`config.mk`:
```
export PLATFORM = sky130hd
export DESIGN_NAME = console_uart_tx_flat
export DESIGN_NICKNAME = d
export VERILOG_FILES = /design/src/rtl/console_pkg.sv /design/src/rtl/console_uart_tx_if.sv /design/src/rtl/console_uart_tx_byte_fifo.sv /design/src/rtl/console_uart_tx.sv /design/src/flat_wrapper.sv
export SDC_FILE = /design/constraint.sdc
export NUM_CORES = 1
export LEC_CHECK = 0
export BUFFER_PORTS_ARGS = -buffer_cell sky130_fd_sc_hd__buf_2
export CORE_AREA = 2 2 119 121
export DETAILED_ROUTE_END_ITERATION = 10
export DIE_AREA = 0 0 121 123
export PLACE_DENSITY_LB_ADDON = 0.15
export REMOVE_ABC_BUFFERS = 1
export SYNTH_ARGS = -nofsm -noshare
export SYNTH_HDL_FRONTEND = slang
export SYNTH_SLANG_ARGS = --single-unit
```
`constraint.sdc`:
```
create_clock -name clk -period 7.28 [get_ports clk]
set_clock_uncertainty 0.1 [all_clocks]
set_input_delay 1.092 -clock clk [delete_from_list [all_inputs] [get_ports clk]]
set_output_delay 1.092 -clock clk [all_outputs]
set_load 0.05 [all_outputs]
```
`src/rtl/console_pkg.sv`:
```
// Shared types and addresses for the console UART: request bus payload, MMIO map, TX FSM states.
package console_pkg;

  localparam logic [31:0] CONSOLE_ADDR = 32'h0002_FFF8;
  localparam logic [31:0] HALT_ADDR    = 32'h0002_FFFC;

  typedef struct packed {
    logic        valid;
    logic [31:0] addr;
    logic [31:0] data;
    logic [3:0]  do_write;
  } memory_io_req;

  typedef enum logic [1:0] {
    IDLE  = 2'd0,
    START = 2'd1,
    DATA  = 2'd2,
    STOP  = 2'd3
  } tx_state_t;

endpackage

```
`src/rtl/console_uart_tx_if.sv`:
```
// Data-memory request bus as seen by a snooping consumer.
interface console_uart_tx_if;
  import console_pkg::*;

  memory_io_req pkt;

  modport master (output pkt);
  modport slave  (input  pkt);
endinterface

```
`src/rtl/console_uart_tx_byte_fifo.sv`:
```
// Byte FIFO, power-of-two depth, no bypass; pointers carry one extra wrap bit.
module byte_fifo #(
  parameter int unsigned DEPTH = 16
) (
  input  logic       clk,
  input  logic       reset,
  input  logic       push,
  input  logic       pop,
  input  logic [7:0] din,
  output logic [7:0] dout,
  output logic       full,
  output logic       empty
);
  localparam int unsigned AW = $clog2(DEPTH);

  logic [7:0]  mem [DEPTH];
  logic [AW:0] wr_ptr;
  logic [AW:0] rd_ptr;
  logic        do_push;
  logic        do_pop;

  assign empty   = (wr_ptr == rd_ptr);
  assign full    = (wr_ptr[AW] != rd_ptr[AW]) && (wr_ptr[AW-1:0] == rd_ptr[AW-1:0]);
  assign do_pop  = pop && !empty;
  assign do_push = push && (!full || do_pop);
  assign dout    = mem[rd_ptr[AW-1:0]];

  always_ff @(posedge clk or posedge reset) begin
    if (reset) begin
      wr_ptr <= '0;
      rd_ptr <= '0;
    end else begin
      if (do_push) wr_ptr <= wr_ptr + (AW+1)'(1);
      if (do_pop)  rd_ptr <= rd_ptr + (AW+1)'(1);
    end
  end

  // Storage needs no reset; only pointers define validity.
  always_ff @(posedge clk) begin
    if (do_push) mem[wr_ptr[AW-1:0]] <= din;
  end

endmodule

```
`src/rtl/console_uart_tx.sv`:
```
// Snoops console MMIO writes into a FIFO and serializes them as 8N1 UART frames.
module console_uart_tx
  import console_pkg::*;
#(
  parameter logic [31:0] CONSOLE_ADDR = console_pkg::CONSOLE_ADDR,
  parameter int unsigned CLKS_PER_BIT = 16,
  parameter int unsigned FIFO_DEPTH   = 16
) (
  input  logic                clk,
  input  logic                reset,
  console_uart_tx_if.slave    req,
  output logic                tx,
  output logic                idle,
  output logic                overflow,
  output logic [15:0]         drop_count
);
  localparam logic [15:0] BAUD_LOAD = 16'(CLKS_PER_BIT - 1);

  tx_state_t   state, state_nxt;
  logic [15:0] cnt, cnt_nxt;
  logic [2:0]  bit_idx, bit_idx_nxt;
  logic [7:0]  shift, shift_nxt;
  logic        tx_nxt;

  logic        capture, push, pop, drop;
  logic [7:0]  fifo_dout;
  logic        fifo_full, fifo_empty;
  logic        unused_bits;

  assign unused_bits = ^req.pkt.data[31:8];

  assign capture = req.pkt.valid && (req.pkt.addr == CONSOLE_ADDR) && (req.pkt.do_write == 4'b1111);
  assign push    = capture && (!fifo_full || pop);
  assign drop    = capture && fifo_full && !pop;
  assign idle    = (state == IDLE) && fifo_empty;

  byte_fifo #(.DEPTH(FIFO_DEPTH)) u_fifo (
    .clk   (clk),
    .reset (reset),
    .push  (push),
    .pop   (pop),
    .din   (req.pkt.data[7:0]),
    .dout  (fifo_dout),
    .full  (fifo_full),
    .empty (fifo_empty)
  );

  always_ff @(posedge clk or posedge reset) begin
    if (reset) begin
      state   <= IDLE;
      cnt     <= '0;
      bit_idx <= '0;
      shift   <= '0;
      tx      <= 1'b1;
    end else begin
      state   <= state_nxt;
      cnt     <= cnt_nxt;
      bit_idx <= bit_idx_nxt;
      shift   <= shift_nxt;
      tx      <= tx_nxt;
    end
  end

  // Next-state, baud counter, shifter and FIFO pop; tx decoded from the next state.
  always_comb begin
    state_nxt   = state;
    cnt_nxt     = cnt;
    bit_idx_nxt = bit_idx;
    shift_nxt   = shift;
    pop         = 1'b0;
    tx_nxt      = 1'b1;

    case (state)
      IDLE: begin
        if (!fifo_empty) begin
          pop       = 1'b1;
          shift_nxt = fifo_dout;
          cnt_nxt   = BAUD_LOAD;
          state_nxt = START;
        end
      end
      START: begin
        if (cnt == 16'd0) begin
          cnt_nxt     = BAUD_LOAD;
          bit_idx_nxt = 3'd0;
          state_nxt   = DATA;
        end else begin
          cnt_nxt = cnt - 16'd1;
        end
      end
      DATA: begin
        if (cnt == 16'd0) begin
          shift_nxt = {1'b0, shift[7:1]};
          cnt_nxt   = BAUD_LOAD;
          if (bit_idx == 3'd7) state_nxt = STOP;
          else                 bit_idx_nxt = bit_idx + 3'd1;
        end else begin
          cnt_nxt = cnt - 16'd1;
        end
      end
      STOP: begin
        if (cnt == 16'd0) begin
          if (!fifo_empty) begin
            pop       = 1'b1;
            shift_nxt = fifo_dout;
            cnt_nxt   = BAUD_LOAD;
            state_nxt = START;
          end else begin
            state_nxt = IDLE;
          end
        end else begin
          cnt_nxt = cnt - 16'd1;
        end
      end
      default: state_nxt = IDLE;
    endcase

    case (state_nxt)
      START:   tx_nxt = 1'b0;
      DATA:    tx_nxt = shift_nxt[0];
      default: tx_nxt = 1'b1;
    endcase
  end

  // Sticky overflow flag and saturating drop counter.
  always_ff @(posedge clk or posedge reset) begin
    if (reset) begin
      overflow   <= 1'b0;
      drop_count <= '0;
    end else if (drop) begin
      overflow <= 1'b1;
      if (drop_count != 16'hFFFF) drop_count <= drop_count + 16'd1;
    end
  end

endmodule

```
`src/flat_wrapper.sv`:
```
// flat-port wrapper written by rule: the top's interface ports become plain ports
module console_uart_tx_flat import console_pkg::*;
#(
  parameter logic [31:0] CONSOLE_ADDR = console_pkg::CONSOLE_ADDR,
  parameter int unsigned CLKS_PER_BIT = 16,
  parameter int unsigned FIFO_DEPTH   = 16
)
  (clk, reset, tx, idle, overflow, drop_count, req_pkt);
  console_uart_tx_if req_i ();
  input  logic clk;
  input  logic reset;
  output logic tx;
  output logic idle;
  output logic overflow;
  output logic [15:0] drop_count;
  input wire logic [$bits(req_i.pkt)-1:0] req_pkt;
  assign req_i.pkt = req_pkt;
  console_uart_tx #(.CONSOLE_ADDR(CONSOLE_ADDR), .CLKS_PER_BIT(CLKS_PER_BIT), .FIFO_DEPTH(FIFO_DEPTH)) u_core (.clk(clk), .reset(reset), .req(req_i), .tx(tx), .idle(idle), .overflow(overflow), .drop_count(drop_count));
endmodule
```
==> results of run 1 <==
through the flow:
| stage | cells | utilization | instance area (sq um) |
|---|---|---|---|
| 3_3_place_gp | 765 | 0.632 | 8610 |
| 2_1_floorplan | 516 | - | 8020 |
| 6_report | 796 | 0.672 | 9140 |
| 4_1_cts | 796 | 0.672 | 9140 |
| 3_5_place_dp | 765 | 0.632 | 8610 |
| 5_1_grt | 796 | 0.672 | 9140 |
metal layers:
metal,GRT usage,vias up
li1,-,2256
met1,0.294,2514
met2,0.392,121
met3,0.0613,17
met4,0.0654,0
met5,0,-
how the worst min path moves through the flow:
| stage | start | to | slack (ns) | cells after the start |
|---|---|---|---|---|
| after floorplan | u_core.cnt[15] | u_core.cnt[15] | 0.35 | 1 |
| after global placement | u_core.overflow | u_core.overflow | 0.35 | 1 |
| after detailed placement | u_core.overflow | u_core.overflow | 0.36 | 1 |
| after CTS | u_core.overflow | u_core.overflow | 0.37 | 1 |
| after global routing | u_core.u_fifo.wr_ptr[4] | u_core.u_fifo.wr_ptr[4] | 0.40 | 1 |
| final | u_core.overflow | u_core.overflow | 0.37 | 1 |
final cells by class:
| class | instances | share of cell area |
|---|---|---|
| clock buffer | 18 | 0.0469 |
| timing repair buffer | 69 | 0.0389 |
| tap | 180 | 0.0246 |
| clock inverter | 13 | 0.0119 |
| inverter | 13 | 0.00534 |
| sequential | 185 | 0.577 |
| multi-input combinational | 318 | 0.296 |
layout by cell type (no fill, tap or decap), types with 11 or more instances in the layout:
cell       Yosys  final
and3_1        16     16
a22o_1        18     18
mux4_2        33     33
clkbuf_16      0     17
nor2_1        21     21
ha_1          15     15
nor3_1        11     11
dfrtp_1       56     55
a21oi_1       11     11
xnor2_1       20     20
nand2_1       26     26
buf_2          8     65
inv_1         13     12
nand4_1       18     18
o21ai_0       28     28
edfxtp_1     128    128
sequential cells by signal, indices dropped and copies added, names as in the netlist:
name / cells
u_core.shift: 8
u_core.overflow: 1
u_core.state: 2
u_core.cnt: 16
u_core.u_fifo.rd_ptr: 5
u_core.drop_count: 16
u_core.tx: 1
u_core.u_fifo.wr_ptr: 5
u_core.bit_idx: 3
u_core.u_fifo.mem: 128
logic make-up after synthesis:
logic type,synth area share
simple gates,0.102
xor+xnor,0.0301
mux,0.0979
buf+inv,0.0219
flops,0.646
compound gates,0.0784
fa+ha+maj,0.0230
power groups by stage:
stage | Clock, mW | Sequential, mW | Combinational, mW
finish | 0.847 | 1.13 | 0.0291
CTS | 0.862 | 1.13 | 0.0297
global route | 0.905 | 1.13 | 0.0328
global placement | 0 | 1.15 | 0.0278
floorplan | 0 | 1.15 | 0.00613
detailed placement | 0 | 1.15 | 0.0296
==> flow_summary.toml, run 1 <==
[detailed_routing]
route.met2.wl_mm = 8.45
top_layer = "met4"
initialDrtViolationCount = 371
postRouteAntennaNets = 0
dr.pass1.iters = 5
route.detailed.drc = 0
viasPerCell = 6.17
routed_wl_mm = 16.0
wl_per_cell_microns = 20.2
via_count = 4908
wl_met3_microns = 708
m1WireLength_mm = 6.70

[clock_tree]
cts_buffers = 17
postCtsResizedCells = 0
cts_tree = "done"
clk_path_buf_depth = 2
clkSinkCount = 185
cts_max_level = 4
root_buffer = "clkbuf_16"
post_cts_buffers = 0
cts_hold_buf = 0
clk_pin_slew_worst_paths_ns = 0.07
clock_latency_ns = 0.43

[critical_path]
critical_path.max_fanout = 36
crit_family = "buffers and inverters"
worstSetupStartpointType = "flop"
r2r_slack_ns = 3.88
crit_end = "idle"
cp_slowest_cell = "buf_4"
worstPathRequired_ns = 6.09
max_stage_delay_ns = 0.56
criticalPathCategory = "flop to output pin"
reg2reg_depth = 7
r2r_end = "u_core.u_fifo.mem[15][7]"
cp-startpoint = "u_core.u_fifo.rd_ptr[0]"
path_buf_inv = 3
path_cells = "buf_4, xor2_1, nor4_2, nand3_1, inv_1, buf_2"
critPathArrivalTime_ns = 2.57
cp-end-kind = "output pin"
cp.depth = 6
r2r-start = "u_core.cnt[0]"

[synthesis]
synth.cell_area_sq_um = 8150
synth_cell_types = 55
synth_top_area_share = 0.471
synth_edf_count = 128
ys_top_cells_by_count = "edfxtp_1 (128), dfrtp_1 (56), mux4_2 (33)"
synth-warning-count = 0
synth_most_common_cell = "edfxtp_1"
syn_inst = 544
yosys_most_used_dff = "edfxtp_1"
async_reset_ff_frac = 0.308
ys_top_cells_by_area = "edfxtp_1 (47%), dfrtp_1 (17%), mux4_2 (9.1%)"
ys_seq_elements = 185
seq_area_frac_synth = 0.646
yosys.area.top_type = "edfxtp_1"
avgSynthCellArea_sq_um = 15.0

[sta]
fmaxAchievable_ghz = 0.266
relSlewSlack = 0.456
rsz0062_at_grt = "no"
min_period_ns = 3.77
hold_viol_final = 0
fin_setup_tns_ns = 0
whs_ns = 0.368
fin_ws_ns = 3.51
period_share = 0.517
slew_violations = 0
worstMarginPinSlew_ns = 0.809
setup_violations = 0

[floorplanning]
die_area_sq_um = 14900
die_h_microns = 123
die_w_microns = 121
num_rows = 43
pin_count = 90
initial_core_util = 0.599
fp.coreArea_sq_um = 13600

[power]
combPwrFrac = 0.015
power_density_nw_per_um2 = 219
sw_frac_of_total = 0.210
seqPwrFrac = 0.562
power_switching_uw = 421
clock_power_share = 0.423
p_total_mw = 2.00
vdd_drop_max_uv = 180
power.leakage_nw = 3.49
p_int_mw = 1.58

[finish]
multi_input_area_sq_um = 2700
seq_area_sq_um = 5270
area_growth_pct = 12.1
nFillCells = 904
nNetsFinal = 690
drive_above_1_share = 0.239
antenna_cells = 0

[global_route]
grt_pass1_wl_mm = 25.4
grt_use_total = 0.230
grt_max_degree = 58
overflow = 0
grt_pass1_vias = 4848
grt_antenna_before_repair = 0

[place]
dp_slack_ns = 3.40
place_congestion = 0.818
place_hpwl_mm = 10.7
port_buffers = 65

[status]
status = "completed"

[flow_run]
cap_violations = 0

[worst_hold_path]
hold_class = "flop to flop"
Note: power is estimated with default switching activity, not from simulation.
==> inputs of run 2 (changes only) <==
--- a/config.mk
+++ b/config.mk
@@ -5,10 +5,11 @@
 export SDC_FILE = /design/constraint.sdc
 export NUM_CORES = 1
 export LEC_CHECK = 0
+export ABC_AREA = 1
 export BUFFER_PORTS_ARGS = -buffer_cell sky130_fd_sc_hd__buf_2
-export CORE_AREA = 2 2 119 121
+export CORE_AREA = 2 2 133 135
 export DETAILED_ROUTE_END_ITERATION = 10
-export DIE_AREA = 0 0 121 123
+export DIE_AREA = 0 0 135 137
 export PLACE_DENSITY_LB_ADDON = 0.15
 export REMOVE_ABC_BUFFERS = 1
 export SYNTH_ARGS = -nofsm -noshare
==> constraint.sdc (replaced) <==
create_clock -name clk -period 3.2 [get_ports clk]
set_clock_uncertainty 0.1 [all_clocks]
set_input_delay 0.48 -clock clk [delete_from_list [all_inputs] [get_ports clk]]
set_output_delay 0.48 -clock clk [all_outputs]
set_load 0.05 [all_outputs]
==> run 2 against run 1 <==
Effect of this change: highest routed layer unchanged; setup slack worse by 3.1 ns; die area is 24% higher; final cell count is 55% higher.
==> flow_summary.toml, run 2 <==
[status]
status = "completed"

[clock_tree]
post_cts_buffers = 0
clk_path_buf_depth = 2
clock_latency_ns = 0.44
root_buffer = "clkbuf_16"
cts_hold_buf = 0
clk_pin_slew_worst_paths_ns = 0.07
cts_buffers = 17
postCtsResizedCells = 0
cts_max_level = 4
cts_tree = "done"
clkSinkCount = 185

[synthesis]
synth-warning-count = 0
synth.cell_area_sq_um = 8890
syn_inst = 918
avgSynthCellArea_sq_um = 9.69
ys_seq_elements = 185
yosys.area_share.simple = 0.223
async_reset_ff_frac = 0.308
muxShareOfSynthArea = 0
synth_xor_area_frac = 0.0325
synth_top_area_share = 0.432
ys_top_cells_by_area = "edfxtp_1 (43%), dfrtp_1 (16%), nand2_1 (8.4%)"
synth-compound-area-share = 0.0844
ys_top_cells_by_count = "nand2_1 (200), nor2_1 (142), edfxtp_1 (128)"
synth_cell_types = 43
synth_fa_ha_area_frac = 0.0211
yosys_most_used_dff = "edfxtp_1"
synth_top_family_by_area = "simple AND/OR/NAND/NOR gates"
synth_most_common_cell = "nand2_1"
yosys.area.top_type = "edfxtp_1"
seq_area_frac_synth = 0.593
synth_edf_count = 128

[detailed_routing]
initialDrtViolationCount = 519
viasPerCell = 5.31
route.detailed.drc = 0
wl_per_cell_microns = 15.8
routed_wl_mm = 19.6
dr.pass1.iters = 4
postRouteAntennaNets = 0
via_count = 6556

[floorplanning]
die_w_microns = 135
die_h_microns = 137
fp.coreArea_sq_um = 17100
num_rows = 48
initial_core_util = 0.521
pin_count = 90
die_area_sq_um = 18500

[power]
vdd_drop_max_uv = 369
power_density_nw_per_um2 = 462
p_total_mw = 4.67
power.leakage_nw = 4.21

[critical_path]
r2r-start = "u_core.cnt[0]"
cp_slowest_cell = "dfrtp_1"
reg2reg_depth = 13
critical_path.max_fanout = 18
worstPathRequired_ns = 2.62
r2r_end = "u_core.u_fifo.mem[15][7]"
max_stage_delay_ns = 0.56
cp-end-kind = "output pin"
cp.depth = 7
worstSetupStartpointType = "flop"
crit_family = "simple AND/OR/NAND/NOR gates"
path_cells = "inv_1, nand2_1, nand2_1, nor2_1, nand3_4, nor2_1, buf_2"
r2r_slack_ns = 0.47
path_buf_inv = 2
criticalPathCategory = "flop to output pin"
critPathArrivalTime_ns = 2.22

[sta]
period_share = 0.875
fmaxAchievable_ghz = 0.357
fin_setup_tns_ns = 0
relSlewSlack = 0.507
whs_ns = 0.0630
hold_viol_final = 0
slew_violations = 0
min_period_ns = 2.80
worstMarginPinSlew_ns = 0.739
rsz0062_at_grt = "no"
setup_violations = 0

[global_route]
grt_pass1_wl_mm = 31.6
grt_pass1_vias = 6224
grt_use_total = 0.224
grt_antenna_before_repair = 0
grt_max_degree = 67
overflow = 0

[finish]
antenna_cells = 0
area_growth_pct = 13.8
layout_common_cells = "nand2_1 (200), nor2_1 (142), edfxtp_1 (128)"
drive_above_1_share = 0.151
nNetsFinal = 1082
fin_area_sq_um = 10100
largest_reg_flops = 128
final_common_cell = "nand2_1"
stdcell_count = 1234

[flow_run]
cap_violations = 0

[place]
port_buffers = 65
placed_cell_area_sq_um = 9550
place_hpwl_mm = 12.9
place_congestion = 0.831
dp_cells = 1202

[worst_hold_path]
hold_class = "input port to asynchronous set/reset pin"
[run 2: cell types whose count changed after synthesis, sizes merged, moves of 9 or more]
cell and delta:
and3 -19, nor4 -9, nor2 +130, inv +58, o21ai +59, mux4 -33
xor2 +13, nand3 +62, nand2 +180, o22ai +20, a22o -18, o211ai +11
[run 2: area by class of cell]
| class | instances | area, sq um |
|---|---|---|
| fill | 1463 | 6940 |
| tap | 225 | 282 |
| multi-input combinational | 632 | 3210 |
| clock buffer | 17 | 425 |
| sequential | 185 | 5270 |
| timing repair buffer | 88 | 510 |
| clock inverter | 15 | 149 |
| inverter | 72 | 273 |
[run 2: logic make-up (layout without fill, tap and decap cells)]
| logic type | count (synthesis) | after routing |
|---|---|---|
| AO/OA/AOI/OAI | 131 | 131 |
| adder cells (fa/ha/maj) | 15 | 15 |
| XOR/XNOR | 33 | 33 |
| flip-flops | 185 | 185 |
| AND/OR/NAND/NOR | 453 | 453 |
| buffers and inverters | 101 | 192 |
[run 2: metal layers]
layer	up-vias	wire length [microns]	track usage
li1	3263	-	-
met1	3082	9260	0.322
met2	190	9020	0.350
met3	21	978	0.0407
met4	0	295	0.0666
met5	-	0	0
[run 2: worst max path at each step]
stage | startpoint | endpoint | slack [ns]
after detailed placement | u_core.cnt[0] | u_core.u_fifo.mem[15][6] | 0.49
after global placement | u_core.cnt[0] | u_core.u_fifo.mem[14][0] | 0.53
after floorplan | u_core.u_fifo.rd_ptr[0] | idle | -0.48
after global routing | u_core.u_fifo.rd_ptr[1] | idle | 0.26
final | u_core.u_fifo.rd_ptr[1] | idle | 0.40
after CTS | u_core.u_fifo.rd_ptr[1] | idle | 0.40
[run 2: report_power, final]
part	total, mW	internal (mW)	switching [mW]
logic	0.0830	0.0261	0.0569
registers	2.56	2.56	0.0000000000707
clock network	2.03	1.04	0.989
[run 2: metrics by stage]
stage,utilization,setup slack (ns)
after floorplan,-,-0.485
after global placement,0.560,0.528
after detailed placement,0.560,0.495
after CTS,0.593,0.399
after global routing,0.593,0.263
final,0.593,0.401
